`src/rtl/udp1_rx_if.sv`:
```
// GMII receive / UDP payload bundle for udp1_rx.
// slave: the receiver itself; master: the GMII source and payload consumer side.
interface udp1_rx_if;
  logic        gmii_rx_dv;
  logic [7:0]  gmii_rxd;
  logic        rec_en;
  logic [7:0]  rec_data;
  logic        rec_pkt_done;
  logic [15:0] rec_byte_num;
  logic [47:0] src_mac;
  logic [31:0] src_ip;

  modport slave (
    input  gmii_rx_dv, gmii_rxd,
    output rec_en, rec_data, rec_pkt_done, rec_byte_num, src_mac, src_ip
  );

  modport master (
    output gmii_rx_dv, gmii_rxd,
    input  rec_en, rec_data, rec_pkt_done, rec_byte_num, src_mac, src_ip
  );
endinterface

```
`src/rtl/udp1_rx.sv`:
```
// GMII UDP/IPv4 receiver: strips preamble/Ethernet/IPv4/UDP headers, streams the payload.
// Optional UDP_RX_PORT_FILTER_EN: also require UDP dest port == BOARD_PORT.
module udp1_rx #(
  parameter logic [47:0] BOARD_MAC  = 48'h00_11_22_33_44_55,
  parameter logic [31:0] BOARD_IP   = {8'd192, 8'd168, 8'd1, 8'd123},
  parameter logic [15:0] BOARD_PORT = 16'd1234
) (
  input logic       clk,
  input logic       rst_n,
  udp1_rx_if.slave  bus
);

`ifdef UDP_RX_PORT_FILTER_EN
  localparam bit PORT_FILTER = 1'b1;
`else
  localparam bit PORT_FILTER = 1'b0;
`endif

  typedef enum logic [6:0] {
    st_idle     = 7'b000_0001,
    st_preamble = 7'b000_0010,
    st_eth_head = 7'b000_0100,
    st_ip_head  = 7'b000_1000,
    st_udp_head = 7'b001_0000,
    st_rx_data  = 7'b010_0000,
    st_rx_end   = 7'b100_0000
  } state_t;

  state_t      state_r, state_nx_s;
  logic [15:0] cnt_r, cnt_nx_s;
  logic [15:0] data_num_r, data_num_nx_s;
  logic [39:0] sh_r;
  logic [47:0] mac_stage_r, mac_stage_nx_s;
  logic [31:0] ip_stage_r, ip_stage_nx_s;
  logic        rec_en_r, rec_en_nx_s;
  logic [7:0]  rec_data_r, rec_data_nx_s;
  logic        done_r, done_nx_s;
  logic [15:0] byte_num_r, byte_num_nx_s;
  logic [47:0] src_mac_r, src_mac_nx_s;
  logic [31:0] src_ip_r, src_ip_nx_s;

  logic        dv_s;
  logic [7:0]  rxd_s;
  logic [47:0] word48_s;
  logic [31:0] word32_s;
  logic [15:0] word16_s;
  logic        mac_ok_s;

  // Multi-byte header fields end on the current byte; earlier bytes come from the shift history.
  assign dv_s     = bus.gmii_rx_dv;
  assign rxd_s    = bus.gmii_rxd;
  assign word48_s = {sh_r, rxd_s};
  assign word32_s = {sh_r[23:0], rxd_s};
  assign word16_s = {sh_r[7:0], rxd_s};
  assign mac_ok_s = (word48_s == BOARD_MAC) || (word48_s == 48'hffff_ffff_ffff);

  // State, counters, header history and registered outputs.
  always_ff @(posedge clk or negedge rst_n) begin
    if (!rst_n) begin
      state_r     <= st_idle;
      cnt_r       <= 16'd0;
      data_num_r  <= 16'd0;
      sh_r        <= 40'd0;
      mac_stage_r <= 48'd0;
      ip_stage_r  <= 32'd0;
      rec_en_r    <= 1'b0;
      rec_data_r  <= 8'd0;
      done_r      <= 1'b0;
      byte_num_r  <= 16'd0;
      src_mac_r   <= 48'd0;
      src_ip_r    <= 32'd0;
    end else begin
      state_r     <= state_nx_s;
      cnt_r       <= cnt_nx_s;
      data_num_r  <= data_num_nx_s;
      sh_r        <= {sh_r[31:0], rxd_s};
      mac_stage_r <= mac_stage_nx_s;
      ip_stage_r  <= ip_stage_nx_s;
      rec_en_r    <= rec_en_nx_s;
      rec_data_r  <= rec_data_nx_s;
      done_r      <= done_nx_s;
      byte_num_r  <= byte_num_nx_s;
      src_mac_r   <= src_mac_nx_s;
      src_ip_r    <= src_ip_nx_s;
    end
  end

  // Next-state and next-output logic; a dv drop mid-frame aborts without a done pulse.
  always_comb begin
    state_nx_s     = state_r;
    cnt_nx_s       = cnt_r;
    data_num_nx_s  = data_num_r;
    mac_stage_nx_s = mac_stage_r;
    ip_stage_nx_s  = ip_stage_r;
    rec_en_nx_s    = 1'b0;
    rec_data_nx_s  = rec_data_r;
    done_nx_s      = 1'b0;
    byte_num_nx_s  = byte_num_r;
    src_mac_nx_s   = src_mac_r;
    src_ip_nx_s    = src_ip_r;

    case (state_r)
      st_idle: begin
        if (dv_s && (rxd_s == 8'h55)) begin
          state_nx_s = st_preamble;
          cnt_nx_s   = 16'd1;
        end else begin
          state_nx_s = st_idle;
        end
      end

      st_preamble: begin
        if (!dv_s) begin
          state_nx_s = st_idle;
        end else if (rxd_s == 8'h55) begin
          cnt_nx_s = (cnt_r == 16'hffff) ? cnt_r : cnt_r + 16'd1;
        end else if ((rxd_s == 8'hd5) && (cnt_r >= 16'd7)) begin
          state_nx_s = st_eth_head;
          cnt_nx_s   = 16'd0;
        end else begin
          state_nx_s = st_rx_end;
        end
      end

      st_eth_head: begin
        cnt_nx_s = cnt_r + 16'd1;
        if (!dv_s) begin
          state_nx_s = st_idle;
        end else if ((cnt_r == 16'd5) && !mac_ok_s) begin
          state_nx_s = st_rx_end;
        end else if (cnt_r == 16'd11) begin
          mac_stage_nx_s = word48_s;
        end else if (cnt_r == 16'd13) begin
          state_nx_s = (word16_s == 16'h0800) ? st_ip_head : st_rx_end;
          cnt_nx_s   = 16'd0;
        end else begin
          state_nx_s = st_eth_head;
        end
      end

      st_ip_head: begin
        cnt_nx_s = cnt_r + 16'd1;
        if (!dv_s) begin
          state_nx_s = st_idle;
        end else if ((cnt_r == 16'd0) && (rxd_s != 8'h45)) begin
          state_nx_s = st_rx_end;
        end else if ((cnt_r == 16'd9) && (rxd_s != 8'd17)) begin
          state_nx_s = st_rx_end;
        end else if (cnt_r == 16'd15) begin
          ip_stage_nx_s = word32_s;
        end else if (cnt_r == 16'd19) begin
          state_nx_s = (word32_s == BOARD_IP) ? st_udp_head : st_rx_end;
          cnt_nx_s   = 16'd0;
        end else begin
          state_nx_s = st_ip_head;
        end
      end

      st_udp_head: begin
        cnt_nx_s = cnt_r + 16'd1;
        if (!dv_s) begin
          state_nx_s = st_idle;
        end else if ((cnt_r == 16'd3) && PORT_FILTER && (word16_s != BOARD_PORT)) begin
          state_nx_s = st_rx_end;
        end else if (cnt_r == 16'd5) begin
          data_num_nx_s = word16_s - 16'd8;
          state_nx_s    = (word16_s < 16'd8) ? st_rx_end : st_udp_head;
        end else if (cnt_r == 16'd7) begin
          cnt_nx_s = 16'd0;
          if (data_num_r == 16'd0) begin
            done_nx_s     = 1'b1;
            byte_num_nx_s = 16'd0;
            src_mac_nx_s  = mac_stage_r;
            src_ip_nx_s   = ip_stage_r;
            state_nx_s    = st_rx_end;
          end else begin
            state_nx_s = st_rx_data;
          end
        end else begin
          state_nx_s = st_udp_head;
        end
      end

      st_rx_data: begin
        if (!dv_s) begin
          state_nx_s = st_idle;
        end else begin
          rec_en_nx_s   = 1'b1;
          rec_data_nx_s = rxd_s;
          cnt_nx_s      = cnt_r + 16'd1;
          if (cnt_r == data_num_r - 16'd1) begin
            done_nx_s     = 1'b1;
            byte_num_nx_s = data_num_r;
            src_mac_nx_s  = mac_stage_r;
            src_ip_nx_s   = ip_stage_r;
            state_nx_s    = st_rx_end;
          end else begin
            state_nx_s = st_rx_data;
          end
        end
      end

      st_rx_end: begin
        state_nx_s = dv_s ? st_rx_end : st_idle;
      end

      default: begin
        state_nx_s = st_idle;
      end
    endcase
  end

  assign bus.rec_en       = rec_en_r;
  assign bus.rec_data     = rec_data_r;
  assign bus.rec_pkt_done = done_r;
  assign bus.rec_byte_num = byte_num_r;
  assign bus.src_mac      = src_mac_r;
  assign bus.src_ip       = src_ip_r;

endmodule

```
`src/flat_wrapper.sv`:
```
// flat-port wrapper written by rule: the top's interface ports become plain ports
module udp1_rx_flat 
#(
  parameter logic [47:0] BOARD_MAC  = 48'h00_11_22_33_44_55,
  parameter logic [31:0] BOARD_IP   = {8'd192, 8'd168, 8'd1, 8'd123},
  parameter logic [15:0] BOARD_PORT = 16'd1234
)
  (clk, rst_n, bus_gmii_rx_dv, bus_gmii_rxd, bus_rec_en, bus_rec_data, bus_rec_pkt_done, bus_rec_byte_num, bus_src_mac, bus_src_ip);
  udp1_rx_if bus_i ();
  input logic clk;
  input logic rst_n;
  input wire logic [$bits(bus_i.gmii_rx_dv)-1:0] bus_gmii_rx_dv;
  input wire logic [$bits(bus_i.gmii_rxd)-1:0] bus_gmii_rxd;
  output wire logic [$bits(bus_i.rec_en)-1:0] bus_rec_en;
  output wire logic [$bits(bus_i.rec_data)-1:0] bus_rec_data;
  output wire logic [$bits(bus_i.rec_pkt_done)-1:0] bus_rec_pkt_done;
  output wire logic [$bits(bus_i.rec_byte_num)-1:0] bus_rec_byte_num;
  output wire logic [$bits(bus_i.src_mac)-1:0] bus_src_mac;
  output wire logic [$bits(bus_i.src_ip)-1:0] bus_src_ip;
  assign bus_i.gmii_rx_dv = bus_gmii_rx_dv;
  assign bus_i.gmii_rxd = bus_gmii_rxd;
  assign bus_rec_en = bus_i.rec_en;
  assign bus_rec_data = bus_i.rec_data;
  assign bus_rec_pkt_done = bus_i.rec_pkt_done;
  assign bus_rec_byte_num = bus_i.rec_byte_num;
  assign bus_src_mac = bus_i.src_mac;
  assign bus_src_ip = bus_i.src_ip;
  udp1_rx #(.BOARD_MAC(BOARD_MAC), .BOARD_IP(BOARD_IP), .BOARD_PORT(BOARD_PORT)) u_core (.clk(clk), .rst_n(rst_n), .bus(bus_i));
endmodule
```
`config.mk`:
```
export PLATFORM = sky130hd
export DESIGN_NAME = udp1_rx_flat
export DESIGN_NICKNAME = d
export VERILOG_FILES = /design/src/rtl/udp1_rx_if.sv /design/src/rtl/udp1_rx.sv /design/src/flat_wrapper.sv
export SDC_FILE = /design/constraint.sdc
export NUM_CORES = 1
export LEC_CHECK = 0
export BUFFER_PORTS_ARGS = -buffer_cell sky130_fd_sc_hd__buf_2
export CORE_UTILIZATION = 45
export CTS_BUF_LIST = sky130_fd_sc_hd__clkbuf_4
export CTS_CLUSTER_SIZE = 24
export DETAILED_ROUTE_END_ITERATION = 16
export PLACE_DENSITY = 0.61
export SLEW_MARGIN = 20
export SYNTH_ARGS = -nofsm -noshare
export SYNTH_HDL_FRONTEND = slang
export SYNTH_SLANG_ARGS = --single-unit
export TNS_END_PERCENT = 1
```
`constraint.sdc`:
```
create_clock -name clk -period 8.57 [get_ports clk]
set_input_delay 0.857 -clock clk [delete_from_list [all_inputs] [get_ports clk]]
set_output_delay 0.857 -clock clk [all_outputs]
set_load 0.03 [all_outputs]
```
# --- Word level (Yosys, flattened, before mapping) ---
# Cells that the tools add are included.
word_totals:
  out_inout_bits: 106
  latch_bits: 0
  ram_bits: 0
  rom_bits: 0
  input_bits: 11
  regBits: 265
  n_memories: 0
  wordCells: 148
classes:
  eq_ne: 37
  n_shift: 0
  div_mod_pow: 0
  n_reduce_logical: 18
  n_mux: 73
  multipliers: 0
  addsub: 3
  n_lt_le_gt_ge: 2
  bitwise: 3
op_table:
  columns: ["operator", "count"]
  rows:
  - ["two-way mux 16 bit", 24]
  - ["two-way mux 48 bit", 6]
  - ["two-way mux 32 bit", 6]
  - ["two-way mux 7 bit", 22]
  - ["case mux 16 bit (6 select lines)", 1]
  - ["case mux 48 bit (2 select lines)", 1]
  - ["== test 16 x 4 -> 1 bit (second input constant)", 4]
  - ["case mux 32 bit (2 select lines)", 1]
  - ["case mux 7 bit (7 select lines)", 1]
  - ["== test 48 x 37 -> 1 bit (second input constant)", 1]
  - ["== test 48 bit (second input constant)", 1]
  - ["== test 16 x 3 -> 1 bit (second input constant)", 2]
  - ["== test 32 bit (second input constant)", 1]
  - ["logical NOT 16 bit", 2]
  - ["case mux 16 bit (2 select lines)", 1]
  - ["adder 16 x 1 -> 16 bit (second input constant)", 1]
  - ["== test 16 x 12 -> 1 bit (second input constant)", 1]
  - ["== test 16 bit", 1]
  - ["== test 16 bit (second input constant)", 1]
  - ["== test 16 x 5 -> 1 bit (second input constant)", 1]
  - [">= comparator 16 x 3 -> 1 bit (second input constant)", 1]
  - ["less-than comparator 16 x 4 -> 1 bit (second input constant)", 1]
  - ["subtractor 16 x 1 -> 16 bit (second input constant)", 1]
  - ["subtractor 16 x 4 -> 16 bit (second input constant)", 1]
  - ["32 further kinds", 53]

# --- Depth between registers and ports, before layout ---
depth:
  depth_word: 8
  depth_mapped: 11
  mapped_depth_nobuf: 9

# --- Worst setup path before layout ---
# OpenSTA, ideal clock, no wires.
synth_path:
  kind: "input to register"
  startpoint: "input bus_gmii_rxd[6]"
  endpoint: "register u_core.cnt_r[11]"
  setup_slack_ps: 5502
  setup_ps: 121
  n_path_buf: 3
  path_stages: 10
  required_time_ps: 8449
  arrival_ps: 2947
  cell_sequence: "buf_2 -> nand4b_1 -> or4b_1 -> clkbuf_1 -> a21o_1 -> a2bb2oi_1 -> o211a_1 -> clkbuf_1 -> o21ai_0 -> a22o_1"
synth_between:
  elab_chain_len: 7
  word_cells_on_any_way: 25
  classes_between: "9 x eq/ne; 8 x mux; 8 x reduce/logical"
synth_lines:
  columns: ["item", "line", "text"]
  rows:
  - ["start: declaration", "flat_wrapper.sv:13", "input wire logic [$bits(bus_i.gmii_rxd)-1:0] bus_gmii_rxd;"]
  - ["== test 48 x 37 -> 1 bit or == test 48 bit (tied branches)", "udp1_rx.sv:55", "assign mac_ok_s = (word48_s == BOARD_MAC) || (word48_s == 48'hffff_ffff_ffff);"]
  - ["logical OR 1 bit", "udp1_rx.sv:55", null]
  - ["logical NOT 1 bit", "udp1_rx.sv:129", "end else if ((cnt_r == 16'd5) && !mac_ok_s) begin"]
  - ["logical AND 1 bit", "udp1_rx.sv:129", null]
  - ["two-way mux 16 bit", "udp1_rx.sv:129", null]
  - ["two-way mux 16 bit", "udp1_rx.sv:127", "if (!dv_s) begin"]
  - ["case mux 16 bit (6 select lines)", "udp1_rx.sv:102", "case (state_r)"]
  - ["end signal: assignment", "udp1_rx.sv:74", "cnt_r <= cnt_nx_s;"]
  - ["end: declaration", "udp1_rx.sv:30", "logic [15:0] cnt_r, cnt_nx_s;"]
# Several ways; a longest one is shown, not always the timed one. The select of a mux whose other input is x is not followed.
# A chain may end at the register's enable or synchronous reset.

# --- Final worst setup path ---
layout_path:
  startpoint: "register u_core.data_num_r[0]"
  endpoint: "register u_core.src_mac_r[43] (netlist: u_core.bus.src_mac[43])"
layout_between:
  elab_chain_len: 4
  word_cells_on_any_way: 6
  classes_between: "1 x add/sub; 3 x eq/ne; 2 x reduce/logical"
layout_lines:
  columns: ["item", "line", "text"]
  rows:
  - ["start: declaration", "udp1_rx.sv:31", "logic [15:0] data_num_r, data_num_nx_s;"]
  - ["start signal: assignment", "udp1_rx.sv:75", "data_num_r <= data_num_nx_s;"]
  - ["subtractor 16 x 1 -> 16 bit", "udp1_rx.sv:191", "if (cnt_r == data_num_r - 16'd1) begin"]
  - ["== test 16 bit", "udp1_rx.sv:191", null]
  - ["inequality test 2 x 1 -> 1 bit (no line)", null, null]
  - ["AND reduction 7 bit (no line) *", null, null]
  - ["end signal: assignment", "udp1_rx.sv:83", "src_mac_r <= src_mac_nx_s;"]
  - ["end: declaration", "udp1_rx.sv:39", "logic [47:0] src_mac_r, src_mac_nx_s;"]
# Every way passes the cells marked *; elsewhere a longest branch is shown, timed or not.

==> implementation parameters <==
Parameter                              Value

STA
  Minimum setup slack in the final design    4.81 ns
  Worst slew margin relative to its limit    31.3%
  Measured slew at the worst slew-check pin    1.03 ns
  Final critical-path share of the clock period    43.8%
  Time the worst path needs with I/O delays and setup    3.76 ns
  Layout Skew    0.0470 ns
  Unrepaired setup endpoints after global routing    no
  Setup TNS after final layout    0 ns
  Hold Vio Cnt, Final    0
  Maximum clock frequency    0.266 GHz
  Final max-slew violation count    0
  Setup-violating endpoint count in the final report    0

Cells and area
  Post-layout net count    1151
  Area of the multi-input gates    4820 um2
  Relative area change from synthesis to final layout    12.9%
  Fill cell total of the finished layout    2367
  Ratio of cells with drive above 1 in the final layout    32.8%
  Area taken by flip-flops and latches    6630 um2
  Post-route core utilization    51.8%

Die
  DIE AREA    27200 um2
  I/O pins    117
  Total number of placement rows    59
  Floorplan die width    165 um
  Initial core utilization    45.8%
  Die height    165 um
  Core area    26100 um2

Critical path
  Sequence of cells on the critical path    inv_1 > ha_1 > nor2b_1 > or3_1 > a31o_2 > nor4b_2 > nand4_1 > buf_4 > nand2_8 > mux2_4
  Capturing element type of the critical path    register
  Worst Path Buf+Inv    2
  Delay-heaviest family, CP    simple AND/OR/NAND/NOR gates
  Crit Path Max Fanout    80
  Stage delay of the slowest cell on the critical path    0.60 ns
  Startpoint types    register
  Critical Path RT    9.07 ns
  Class of the most critical setup path    register to register
  Data arrival time at the worst-slack endpoint    4.26 ns
  Slowest CP cell    sky130_fd_sc_hd__nand2_8

Synth
  Syn nets    1015
  Area share of and/or/nand/nor cells after synthesis    15.4%
  Count of mapped cells out of synthesis    999
  Post-synthesis area per instance    12.0 um2
  EDFF count, synth    0
  Fraction of synthesized cell area in xor and xnor cells    2.42%
  Area fraction in compound gates after synthesis    5.89%
  Register area share after synthesis    55.5%
  Post-synthesis adder-cell area fraction    0.524%
  Share of flip-flops with an asynchronous set or reset    100%
  Most instantiated flip-flop cell in the synthesis netlist    sky130_fd_sc_hd__dfrtp_1
  Number of warnings printed during yosys synthesis    0
  Yosys reg bits    265
  Main combinational cell family by area after synthesis    multiplexers
  Number of unique standard cell types used by synthesis    70
  Mux contribution to synthesized area    16.1%
  Cell area after synthesis    11900 um2

Clock tree
  Clock buffer count from CTS    71
  Count of hold buffers inserted by post-cts repair    0
  Clock slew at reported path FFs    0.07 ns
  Count of clock tree sinks    265
  Source-to-sink clock delay at the later pin of the worst-skew pair    0.66 ns
  H-tree depth reported by CTS    3
  CTS Root Cell    sky130_fd_sc_hd__clkbuf_4
  # resized after CTS    0
  TritonCTS clock tree    done
  Post-CTS setup buffer count    0
  Longest Clk Path Bufs    3

Detailed routing
  Count of TritonRoute iterations in the first routing pass    5
  Vias per cell    5.37
  Routed wire length    28.1 mm
  Vias after detailed routing    8119
  DRC violations left    0
  Antenna violation net count after detailed routing    0
  Routed WL per cell    18.6 um
  Violation count after the first detailed-routing iteration    606

Power
  Peak supply drop    0.104 mV
  Power after layout    2480 uW
  Total power divided by cell area    184 nW/um2
  Static leakage    0.00683 uW

Global routing
  Antenna violations before repair    1
  Maximum number of pins on one net before global-route repair    128
  Final global-route overflow total    0
  Number of global-route vias before repair    7957
  Global-route wire length before repair    44.5 mm
  Gr usage total    21.4%

Placement
  Post-DP HPWL    19.0 mm
  Number of I/O port buffers    116
  Post-placement setup slack    4.92 ns
  Final RePlAce weighted congestion    0.856

Min path
  Worst hold path class    input port to async pin

Status
  Status    finished, final reports clean

Job
  Max-cap viol count    0
final timing paths:
| check | from | endpoint | slack, ns | cells past startpoint |
|---|---|---|---|---|
| min reg2reg | u_core.sh_r[24]$_DFF_PN0_ | u_core.sh_r[32]$_DFF_PN0_ | 0.42 | 0 |
| min in group clk | bus_gmii_rxd[4] | u_core.sh_r[4]$_DFF_PN0_ | 0.41 | 1 |
| max in group asynchronous | rst_n | u_core.bus.rec_byte_num[9]$_DFFE_PN0P_ | 6.63 | 2 |
| min | rst_n | u_core.bus.src_ip[30]$_DFFE_PN0P_ | 0.30 | 1 |
| max reg2reg | u_core.data_num_r[0]$_DFFE_PN0P_ | u_core.bus.src_mac[43]$_DFFE_PN0P_ | 4.81 | 10 |
| max | u_core.data_num_r[0]$_DFFE_PN0P_ | u_core.bus.src_mac[43]$_DFFE_PN0P_ | 4.81 | 10 |
cell usage in the layout (no fill, tap or decap), drive strengths merged, types with 6 or more instances in the layout:
| cell type | count |
|---|---|
| a21oi | 7 |
| a22o | 9 |
| a2bb2oi | 6 |
| buf | 124 |
| clkbuf | 101 |
| clkinv | 6 |
| dfrtp | 264 |
| inv | 29 |
| mux2 | 129 |
| mux2i | 17 |
| nand2 | 184 |
| nand3 | 24 |
| nand4 | 26 |
| nor2 | 28 |
| nor2b | 6 |
| nor3 | 28 |
| nor4 | 19 |
| o21ai | 35 |
| or3 | 7 |
| or4 | 8 |
| xnor2 | 21 |
| xor2 | 12 |
per-layer routing:
metal / GRT usage, % / vias to the layer above / wire length [um]
li1: - / 3817 / -
met2: 32.0 / 246 / 12800
met1: 30.8 / 4014 / 13200
met4: 7.01 / 0 / 533
met5: 0 / - / 0
met3: 4.82 / 42 / 1680
state kept, by name, summed over array words and instances, names as in the netlist:
name,count
u_core.data_num_r,16
u_core.bus.src_ip,32
u_core.ip_stage_r,32
u_core.bus.rec_byte_num,16
u_core.bus.rec_data,8
u_core.bus.rec_en,1
u_core.state_r,7
u_core.cnt_r,16
u_core.sh_r,40
u_core.bus.src_mac,48
u_core.mac_stage_r,48
u_core.bus.rec_pkt_done,1
kinds of logic after synthesis:
family,count (synthesis)
buf+inv,88
simple gates,365
mux,146
xor+xnor,33
fa+ha+maj,5
compound gates,97
flops,265
metrics by stage:
stage | cells | area (um2) | hold slack [ns]
after floorplan | 999 | 11900 | 0.352
after global placement | 1397 | 12600 | 0.414
after detailed placement | 1397 | 12600 | 0.424
after CTS | 1510 | 13500 | 0.279
after global routing | 1511 | 13500 | 0.302
final | 1511 | 13500 | 0.305
final cells by class:
type | instances | share of cell area, %
Clock inverter | 12 | 0.724
Inverter | 27 | 0.751
Antenna cell | 1 | 0.0186
Sequential cell | 265 | 49.2
Tap cell | 335 | 3.11
Clock buffer | 101 | 5.62
Timing Repair Buffer | 124 | 4.82
Multi-Input combinational cell | 646 | 35.8
synth_stat cells, types with 21 or more instances:
| cell | instances | area (um2) |
|---|---|---|
| sky130_fd_sc_hd__clkbuf_1 | 36 | 135 |
| sky130_fd_sc_hd__dfrtp_1 | 264 | 6610 |
| sky130_fd_sc_hd__inv_1 | 26 | 97.6 |
| sky130_fd_sc_hd__mux2_2 | 49 | 552 |
| sky130_fd_sc_hd__mux2_4 | 80 | 1200 |
| sky130_fd_sc_hd__nand2_1 | 183 | 687 |
| sky130_fd_sc_hd__nand3_1 | 24 | 120 |
| sky130_fd_sc_hd__nand4_1 | 26 | 163 |
| sky130_fd_sc_hd__nor2_1 | 27 | 101 |
| sky130_fd_sc_hd__nor3_1 | 28 | 140 |
| sky130_fd_sc_hd__o21ai_0 | 31 | 155 |
| sky130_fd_sc_hd__xnor2_1 | 21 | 184 |
report_power, final:
part | leakage (uW) | total, uW | internal (uW) | switching (uW)
Combinational | 0.00275 | 93.3 | 28.9 | 64.4
Sequential | 0.00357 | 1300 | 1270 | 34.0
Clock | 0.000501 | 1080 | 571 | 510
Total | 0.00683 | 2480 | 1870 | 609
(Power assumes the default switching activity.)
